==> config.mk <==
export PLATFORM = sky130hd
export DESIGN_NAME = seg7_scan_reader_flat
export DESIGN_NICKNAME = d
export VERILOG_FILES = /design/src/rtl/seg7_scan_if.sv /design/src/rtl/seg7_scan_reader.sv /design/src/flat_wrapper.sv
export SDC_FILE = /design/constraint.sdc
export NUM_CORES = 1
export LEC_CHECK = 0
export CORE_UTILIZATION = 49
export DETAILED_ROUTE_END_ITERATION = 10
export PLACE_DENSITY = 0.75
export SLEW_MARGIN = 0
export SYNTH_ARGS = -nofsm -noshare
export SYNTH_HDL_FRONTEND = slang
export SYNTH_SLANG_ARGS = --single-unit
==> constraint.sdc <==
create_clock -name clk -period 3.07 [get_ports clk]
set_clock_uncertainty 0.2 [all_clocks]
set_input_delay 0.614 -clock clk [delete_from_list [all_inputs] [get_ports clk]]
set_output_delay 0.614 -clock clk [all_outputs]
set_load 0.02 [all_outputs]
==> src/rtl/seg7_scan_if.sv <==
`default_nettype none
// seg7_scan_if: scanned 7-segment bus plus the reconstructed display state.
// Rev 1.0 - initial release
interface seg7_scan_if #(
   parameter int NUM_DIGITS = 8
);
   logic [NUM_DIGITS-1:0]   an;
   logic [7:0]              seg;
   logic [4*NUM_DIGITS-1:0] digits;
   logic [NUM_DIGITS-1:0]   dp_out;
   logic [NUM_DIGITS-1:0]   digit_valid;
   logic                    update;
   logic                    bad_pattern;
   logic                    frame_done;

   modport master (
      output an, seg,
      input  digits, dp_out, digit_valid, update, bad_pattern, frame_done
   );

   modport slave (
      input  an, seg,
      output digits, dp_out, digit_valid, update, bad_pattern, frame_done
   );
endinterface
`default_nettype wire

==> src/rtl/seg7_scan_reader.sv <==
`default_nettype none
// seg7_scan_reader: rebuilds per-position hex digit and dp from a scanned 7-seg bus.
// Option SEG7_BLANK_DETECT_EN: all-segments-off is a legal blank.  Rev 1.0
module seg7_scan_reader #(
   parameter int NUM_DIGITS     = 8,
   parameter int STABLE_CYCLES  = 4,
   parameter int TIMEOUT_CYCLES = 1000000
) (
   input  wire logic  clk,
   input  wire logic  rst,
   seg7_scan_if.slave bus
);
   localparam int CNT_W = (STABLE_CYCLES > 1) ? $clog2(STABLE_CYCLES + 1) : 1;
   localparam int TO_W  = (TIMEOUT_CYCLES > 1) ? $clog2(TIMEOUT_CYCLES + 1) : 1;
   localparam logic [CNT_W-1:0] SETTLE_LAST = CNT_W'(STABLE_CYCLES - 1);
   localparam logic [TO_W-1:0]  TO_LAST     = TO_W'(TIMEOUT_CYCLES - 1);

   typedef enum logic [1:0] {
      IDLE    = 2'd0,
      SETTLE  = 2'd1,
      CAPTURE = 2'd2,
      HOLD    = 2'd3
   } state_t;

   state_t                state;
   state_t                start_state;
   logic [NUM_DIGITS-1:0] an_r;
   logic [NUM_DIGITS-1:0] prev_an;
   logic [NUM_DIGITS-1:0] mask;
   logic [NUM_DIGITS-1:0] mask_base;
   logic [NUM_DIGITS-1:0] sel;
   logic [7:0]            seg_r;
   logic [7:0]            prev_seg;
   logic [CNT_W-1:0]      cnt;
   logic [TO_W-1:0]       tcnt;
   logic                  legal;
   logic                  same;
   logic                  timed_out;
   logic                  hit;
   logic                  blank;
   logic [3:0]            value;

   function automatic logic [4:0] decode(input logic [6:0] s);
      case (s)
         7'h40:   decode = {1'b1, 4'h0};
         7'h79:   decode = {1'b1, 4'h1};
         7'h24:   decode = {1'b1, 4'h2};
         7'h30:   decode = {1'b1, 4'h3};
         7'h19:   decode = {1'b1, 4'h4};
         7'h12:   decode = {1'b1, 4'h5};
         7'h02:   decode = {1'b1, 4'h6};
         7'h78:   decode = {1'b1, 4'h7};
         7'h00:   decode = {1'b1, 4'h8};
         7'h18:   decode = {1'b1, 4'h9};
         7'h08:   decode = {1'b1, 4'hA};
         7'h03:   decode = {1'b1, 4'hB};
         7'h46:   decode = {1'b1, 4'hC};
         7'h21:   decode = {1'b1, 4'hD};
         7'h06:   decode = {1'b1, 4'hE};
         7'h0E:   decode = {1'b1, 4'hF};
         default: decode = 5'h00;
      endcase
   endfunction

   // The captured sample is the stable one now sitting in prev_*.
   always_comb begin
      legal       = $onehot(~an_r);
      same        = (an_r == prev_an) && (seg_r == prev_seg);
      start_state = IDLE;
      if (legal) begin
         start_state = (STABLE_CYCLES == 1) ? CAPTURE : SETTLE;
      end
      sel          = ~prev_an;
      {hit, value} = decode(prev_seg[6:0]);
`ifdef SEG7_BLANK_DETECT_EN
      blank        = (prev_seg[6:0] == 7'h7F);
`else
      blank        = 1'b0;
`endif
      timed_out    = (tcnt == TO_LAST);
      mask_base    = (&mask) ? '0 : mask;
   end

   always_ff @(posedge clk) begin
      if (rst) begin
         state           <= IDLE;
         an_r            <= '1;
         seg_r           <= '1;
         prev_an         <= '1;
         prev_seg        <= '1;
         cnt             <= '0;
         tcnt            <= '0;
         mask            <= '0;
         bus.digits      <= '0;
         bus.dp_out      <= '0;
         bus.digit_valid <= '0;
         bus.update      <= 1'b0;
         bus.bad_pattern <= 1'b0;
         bus.frame_done  <= 1'b0;
      end else begin
         an_r            <= bus.an;
         seg_r           <= bus.seg;
         prev_an         <= an_r;
         prev_seg        <= seg_r;
         bus.update      <= 1'b0;
         bus.bad_pattern <= 1'b0;
         bus.frame_done  <= &mask;
         mask            <= mask_base;

         if (state != CAPTURE) begin
            if (timed_out) begin
               bus.digit_valid <= '0;
               mask            <= '0;
            end else begin
               tcnt <= tcnt + 1'b1;
            end
         end

         case (state)
            IDLE: begin
               state <= start_state;
               cnt   <= CNT_W'(1);
            end
            SETTLE: begin
               if (!same) begin
                  state <= start_state;
                  cnt   <= CNT_W'(1);
               end else if (cnt == SETTLE_LAST) begin
                  state <= CAPTURE;
               end else begin
                  cnt <= cnt + 1'b1;
               end
            end
            CAPTURE: begin
               tcnt <= '0;
               for (int i = 0; i < NUM_DIGITS; i++) begin
                  if (sel[i]) begin
                     if (hit) begin
                        bus.digits[4*i +: 4] <= value;
                        bus.dp_out[i]        <= ~prev_seg[7];
                        bus.digit_valid[i]   <= 1'b1;
                     end else begin
                        bus.digit_valid[i]   <= 1'b0;
                     end
                  end
               end
               if (hit || blank) begin
                  mask <= mask_base | sel;
               end
               bus.update      <= hit;
               bus.bad_pattern <= !hit && !blank;
               // A sample that changed during this cycle begins its own run.
               state <= same ? HOLD : start_state;
               cnt   <= CNT_W'(1);
            end
            HOLD: begin
               if (!same) begin
                  state <= start_state;
                  cnt   <= CNT_W'(1);
               end
            end
            default: state <= IDLE;
         endcase
      end
   end
endmodule
`default_nettype wire

==> src/flat_wrapper.sv <==
// flat-port wrapper written by rule: the top's interface ports become plain ports
module seg7_scan_reader_flat 
#(
   parameter int NUM_DIGITS     = 8,
   parameter int STABLE_CYCLES  = 4,
   parameter int TIMEOUT_CYCLES = 1000000
)
  (clk, rst, bus_an, bus_seg, bus_digits, bus_dp_out, bus_digit_valid, bus_update, bus_bad_pattern, bus_frame_done);
  seg7_scan_if #(.NUM_DIGITS(NUM_DIGITS)) bus_i ();
  input  wire logic clk;
  input  wire logic rst;
  input wire logic [$bits(bus_i.an)-1:0] bus_an;
  input wire logic [$bits(bus_i.seg)-1:0] bus_seg;
  output wire logic [$bits(bus_i.digits)-1:0] bus_digits;
  output wire logic [$bits(bus_i.dp_out)-1:0] bus_dp_out;
  output wire logic [$bits(bus_i.digit_valid)-1:0] bus_digit_valid;
  output wire logic [$bits(bus_i.update)-1:0] bus_update;
  output wire logic [$bits(bus_i.bad_pattern)-1:0] bus_bad_pattern;
  output wire logic [$bits(bus_i.frame_done)-1:0] bus_frame_done;
  assign bus_i.an = bus_an;
  assign bus_i.seg = bus_seg;
  assign bus_digits = bus_i.digits;
  assign bus_dp_out = bus_i.dp_out;
  assign bus_digit_valid = bus_i.digit_valid;
  assign bus_update = bus_i.update;
  assign bus_bad_pattern = bus_i.bad_pattern;
  assign bus_frame_done = bus_i.frame_done;
  seg7_scan_reader #(.NUM_DIGITS(NUM_DIGITS), .STABLE_CYCLES(STABLE_CYCLES), .TIMEOUT_CYCLES(TIMEOUT_CYCLES)) u_core (.clk(clk), .rst(rst), .bus(bus_i));
endmodule
==> impl_metrics.prom <==
# TYPE chip_impl_metric gauge
chip_impl_metric{name="ys_warn_count",unit=""} 0
chip_impl_metric{name="synth_fa_ha_area_share",unit="%"} 4.77
chip_impl_info{name="reg2reg_from",value="u_core.an_r[1]$_SDFF_PP1_"} 1
chip_impl_metric{name="reg2reg_depth",unit=""} 12
chip_impl_metric{name="final_area",unit="mm^2"} 0.00661
chip_impl_metric{name="postCtsSetupBuffers",unit=""} 0
chip_impl_metric{name="syn-mean-instance-area",unit="um^2"} 9.24
chip_impl_metric{name="finalCriticalPeriod",unit="ns"} 3.25
chip_impl_metric{name="post_route_cells_drive_above_1_share",unit="%"} 18.1
chip_impl_metric{name="initialDrtViolationCount",unit=""} 200
chip_impl_info{name="synth-main-ff-cell",value="sky130_fd_sc_hd__dfxtp_1"} 1
chip_impl_metric{name="final.hold.worst_slack",unit="ns"} 0.248
chip_impl_metric{name="timing.critical_path.required",unit="ns"} 3.25
chip_impl_metric{name="max_clock_freq",unit="GHz"} 0.308
chip_impl_info{name="critPathLaunchType",value="flop"} 1
chip_impl_metric{name="cts_sinks",unit=""} 116
chip_impl_metric{name="worst_margin_pin_slew",unit="ns"} 0.722
chip_impl_metric{name="post_synthesis_cells",unit=""} 551
chip_impl_info{name="hold_path_class",value="reg -> reg"} 1
chip_impl_metric{name="nFillCells",unit=""} 763
chip_impl_metric{name="wire_length_of_the_first_global_routing_pass",unit="um"} 20900
chip_impl_metric{name="layout.cells.non_filler",unit=""} 775
chip_impl_metric{name="portion_of_total_power_attributed_to_the_clock_network",unit="%"} 52.9
chip_impl_metric{name="drt-pass1-iter-count",unit=""} 5
chip_impl_metric{name="dr_total_vias",unit=""} 4264
chip_impl_info{name="synth_top_cell_by_area",value="sky130_fd_sc_hd__dfxtp_1"} 1
chip_impl_metric{name="synth_top_cell_area_share",unit="%"} 45.6
chip_impl_metric{name="post_synth_xor_area_fraction",unit="%"} 6.02
chip_impl_metric{name="route.detailed.drc",unit=""} 0
chip_impl_metric{name="worst-r2r-setup-slack",unit="ns"} -0.18
chip_impl_metric{name="yosys_register_bits",unit=""} 116
chip_impl_metric{name="gp_congestion",unit=""} 0.845
chip_impl_metric{name="clock_latency",unit="ns"} 0.51
chip_impl_metric{name="max-slew-margin-rel",unit="%"} 51.7
chip_impl_metric{name="synthesized_cell_area",unit="mm^2"} 0.00509
chip_impl_metric{name="dp.cells",unit=""} 744
chip_impl_metric{name="power.sequential.fraction",unit="%"} 41.1
chip_impl_metric{name="rows",unit=""} 36
chip_impl_metric{name="setup_viol",unit=""} 1
chip_impl_metric{name="grt_usage",unit="%"} 24.2
chip_impl_metric{name="antenna_found_initial",unit=""} 0
chip_impl_metric{name="finish.utilization",unit="%"} 66.7
chip_impl_metric{name="drt-wirelength-per-cell",unit="um"} 16.1
chip_impl_info{name="timing.critical_path.from",value="u_core.an_r[1]$_SDFF_PP1_"} 1
chip_impl_metric{name="antenna_cells_inserted",unit=""} 0
chip_impl_info{name="synth.top_cells.by_area",value="sky130_fd_sc_hd__dfxtp_1 46%, sky130_fd_sc_hd__nand2_1 4.6%, sky130_fd_sc_hd__xnor2_1 3.8%, sky130_fd_sc_hd__a21oi_1 3.3%, sky130_fd_sc_hd__ha_1 3.2%"} 1
chip_impl_metric{name="power.density_cell_area",unit="mW/mm^2"} 578
chip_impl_metric{name="io_pins",unit=""} 69
chip_impl_metric{name="i_o_buffers",unit=""} 68
chip_impl_info{name="outcome",value="complete, but fails checks"} 1
chip_impl_info{name="synth_top_family_by_area",value="simple AND/OR/NAND/NOR gates"} 1
chip_impl_metric{name="hpwl",unit="um"} 8770
chip_impl_info{name="synth.top_cells.by_count",value="116 x sky130_fd_sc_hd__dfxtp_1, 62 x sky130_fd_sc_hd__nand2_1, 35 x sky130_fd_sc_hd__nor2_1, 34 x sky130_fd_sc_hd__a21oi_1, 26 x sky130_fd_sc_hd__or2_2"} 1
chip_impl_metric{name="vdd_drop_max",unit="mV"} 0.305
chip_impl_metric{name="reported_net_switching_power",unit="mW"} 0.815
chip_impl_metric{name="setup_slack",unit="ns"} -0.179
chip_impl_metric{name="ys_async_sr_fraction",unit="%"} 0
chip_impl_metric{name="maxCapViolations",unit=""} 0
chip_impl_metric{name="die_width",unit="um"} 104
chip_impl_info{name="r2r_end",value="u_core.state[0]$_SDFFE_PP0P_"} 1
chip_impl_metric{name="die_height",unit="um"} 104
chip_impl_info{name="timing.critical_path.to_type",value="flop"} 1
chip_impl_info{name="rsz0062_at_grt",value="yes"} 1
chip_impl_metric{name="internal_power",unit="mW"} 3.01
chip_impl_metric{name="die-area",unit="mm^2"} 0.0108
chip_impl_metric{name="synth_cell_types",unit=""} 56
chip_impl_info{name="tritoncts",value="built"} 1
chip_impl_info{name="crit_path_to",value="u_core.state[0]$_SDFFE_PP0P_"} 1
chip_impl_info{name="synthMostInstantiatedCell",value="sky130_fd_sc_hd__dfxtp_1"} 1
chip_impl_metric{name="pin_count_of_the_biggest_net_entering_global_routing",unit=""} 57
chip_impl_metric{name="timing_hold_violations_final",unit=""} 0
chip_impl_metric{name="first_global_vias",unit=""} 4299
chip_impl_metric{name="placed_instance_area",unit="mm^2"} 0.00599
chip_impl_metric{name="power_leakage",unit="nW"} 2.50
chip_impl_metric{name="cts_made_buffers",unit=""} 17
chip_impl_info{name="failed_checks",value="setup timing"} 1
chip_impl_metric{name="drt-vias-per-instance",unit=""} 5.50
chip_impl_metric{name="grt_remaining_overflow",unit=""} 0
chip_impl_metric{name="drt_wl_total",unit="um"} 12500
chip_impl_metric{name="power.combinational.fraction",unit="%"} 6.0
chip_impl_metric{name="synth.mux.area_fraction",unit="%"} 2.16
chip_impl_metric{name="start_util",unit="%"} 51.4
chip_impl_metric{name="design.core.area",unit="mm^2"} 0.00991
chip_impl_metric{name="clk_pin_slew_worst_paths",unit="ns"} 0.06
chip_impl_metric{name="cts-hold-fix-buffers",unit=""} 0
chip_impl_metric{name="synth.net_count",unit=""} 586
chip_impl_metric{name="post_synth_edffs",unit=""} 0
chip_impl_metric{name="switching_share_of_total_power",unit="%"} 21.3
chip_impl_metric{name="worst-endpoint-arrival",unit="ns"} 3.43
chip_impl_info{name="clock-root-buffer",value="sky130_fd_sc_hd__clkbuf_8"} 1
chip_impl_metric{name="num-nets-final",unit=""} 665
chip_impl_metric{name="report.final.slew_viol_count",unit=""} 0
chip_impl_metric{name="synth_compound_gate_area_share",unit="%"} 15.4
chip_impl_metric{name="ys_seq_area_share",unit="%"} 45.6
chip_impl_metric{name="fin_total_pwr",unit="mW"} 3.82
chip_impl_metric{name="period_share",unit="%"} 106
chip_impl_info{name="setup.worst_path.class",value="reg -> reg"} 1
chip_impl_metric{name="synthToLayoutAreaGrowth",unit="%"} 29.9
chip_impl_metric{name="basic_gate_share_of_the_synthesized_area_counting_and_or_nand_and_nor_cells",unit="%"} 20.9
chip_impl_info{name="hp-start",value="u_core.an_r[0]$_SDFF_PP1_"} 1
chip_impl_metric{name="clock_tree.buffer_depth",unit=""} 2
chip_impl_metric{name="drt.antenna.violating_nets",unit=""} 0
chip_impl_metric{name="worst-path-max-fanout",unit=""} 2
chip_impl_metric{name="cts_max_level",unit=""} 4
==> cell families (layout without fill, tap and decap cells) <==
group           after synthesis  in the layout
mux                          11             11
fa+ha+maj                    17             17
compound gates              109            109
simple gates                207            207
flops                       116            116
xor+xnor                     35             35
buf+inv                      56            147
==> critical path, cell delays in order (launching register included) <==
cell and delay, ns:
sky130_fd_sc_hd__dfxtp_2 0.33, sky130_fd_sc_hd__inv_2 0.05, sky130_fd_sc_hd__ha_4 0.15, sky130_fd_sc_hd__fa_1 0.52, sky130_fd_sc_hd__inv_1 0.05, sky130_fd_sc_hd__fa_1 0.48, sky130_fd_sc_hd__inv_1 0.05, sky130_fd_sc_hd__ha_2 0.17
sky130_fd_sc_hd__fa_1 0.50, sky130_fd_sc_hd__nor4b_2 0.06, sky130_fd_sc_hd__a2111o_1 0.36, sky130_fd_sc_hd__a31oi_1 0.14, sky130_fd_sc_hd__nor2_1 0.06
==> routing by layer <==
metal / global-route usage (%) / wire length, um / vias up
li1: - / - / 2064
met2: 41.1 / 6270 / 114
met1: 30.8 / 5530 / 2068
met3: 4.76 / 480 / 18
met4: 8.27 / 200 / 0
met5: 0 / 0 / -
==> sequential cells by signal, summed over array words and instances (netlist names), 2 cells and up <==
register	flops
u_core.an_r	8
u_core.bus.digit_valid	8
u_core.bus.digits	32
u_core.bus.dp_out	8
u_core.cnt	3
u_core.mask	8
u_core.prev_an	8
u_core.prev_seg	8
u_core.seg_r	8
u_core.state	2
u_core.tcnt	20
==> power groups by stage <==
stage	registers [mW]	clock network (mW)	logic, mW
floorplan	1.58	0	0.166
global placement	1.60	0	0.209
detailed placement	1.60	0	0.223
CTS	1.57	2.04	0.226
global route	1.57	2.12	0.256
finish	1.57	2.02	0.230
==> timing repair <==
item,CTS,global route
resized for setup,5,4
setup endpoints to repair,1,1
pin swaps,3,2
==> cell usage in the layout (no fill, tap or decap), types with 3 or more instances in the layout <==
master / n
sky130_fd_sc_hd__bufinv_16: 4
sky130_fd_sc_hd__clkbuf_8: 3
sky130_fd_sc_hd__nand2b_1: 8
sky130_fd_sc_hd__a21oi_2: 5
sky130_fd_sc_hd__inv_1: 15
sky130_fd_sc_hd__dfxtp_2: 6
sky130_fd_sc_hd__nor3b_1: 3
sky130_fd_sc_hd__nand4_1: 11
sky130_fd_sc_hd__fa_1: 3
sky130_fd_sc_hd__nor2_1: 35
sky130_fd_sc_hd__clkinv_2: 3
sky130_fd_sc_hd__or2_2: 26
sky130_fd_sc_hd__xnor2_1: 22
sky130_fd_sc_hd__nand3_1: 14
sky130_fd_sc_hd__o22ai_1: 5
sky130_fd_sc_hd__a22o_1: 10
sky130_fd_sc_hd__buf_4: 24
sky130_fd_sc_hd__a2bb2o_1: 3
sky130_fd_sc_hd__a32o_1: 3
sky130_fd_sc_hd__mux2i_1: 11
sky130_fd_sc_hd__xor2_1: 13
sky130_fd_sc_hd__a31oi_1: 4
sky130_fd_sc_hd__inv_2: 8
sky130_fd_sc_hd__clkdlybuf4s50_1: 67
sky130_fd_sc_hd__and3_1: 3
sky130_fd_sc_hd__o31ai_1: 3
sky130_fd_sc_hd__a311oi_2: 8
sky130_fd_sc_hd__nor2b_1: 14
sky130_fd_sc_hd__nand3b_1: 5
sky130_fd_sc_hd__dfxtp_1: 110
sky130_fd_sc_hd__a21oi_1: 34
sky130_fd_sc_hd__clkbuf_16: 16
sky130_fd_sc_hd__a22oi_1: 3
sky130_fd_sc_hd__nand2_1: 62
sky130_fd_sc_hd__nor4_1: 3
sky130_fd_sc_hd__nor3_1: 5
sky130_fd_sc_hd__o21ai_0: 17
sky130_fd_sc_hd__clkbuf_1: 3
sky130_fd_sc_hd__or3_1: 7
sky130_fd_sc_hd__ha_1: 10
==> final cells by class <==
cell class	instances	area (um^2)	share of cell area, %
clock buffer	22	453	6.85
clock inverter	9	153	2.31
inverter	23	86.3	1.31
multi-input combinational	379	2550	38.5
sequential	116	2330	35.2
tap	133	166	2.52
timing repair buffer	93	876	13.3
==> per-stage QoR <==
step	setup WS (ns)	setup TNS, ns
2_1_floorplan	-0.113	-0.113
3_3_place_gp	-0.164	-0.164
3_5_place_dp	-0.255	-0.255
4_1_cts	-0.177	-0.177
5_1_grt	-0.288	-0.288
6_report	-0.179	-0.179
==> worst min-delay path by stage <==
stage                                         to  cells past startpoint
finish              u_core.prev_an[0]$_SDFF_PP1_                      2
global route        u_core.prev_an[0]$_SDFF_PP1_                      2
CTS                 u_core.prev_an[2]$_SDFF_PP1_                      2
detailed placement  u_core.prev_an[2]$_SDFF_PP1_                      2
global placement    u_core.prev_an[0]$_SDFF_PP1_                      2
floorplan           u_core.prev_an[4]$_SDFF_PP1_                      2
(Power assumes the default switching activity.)
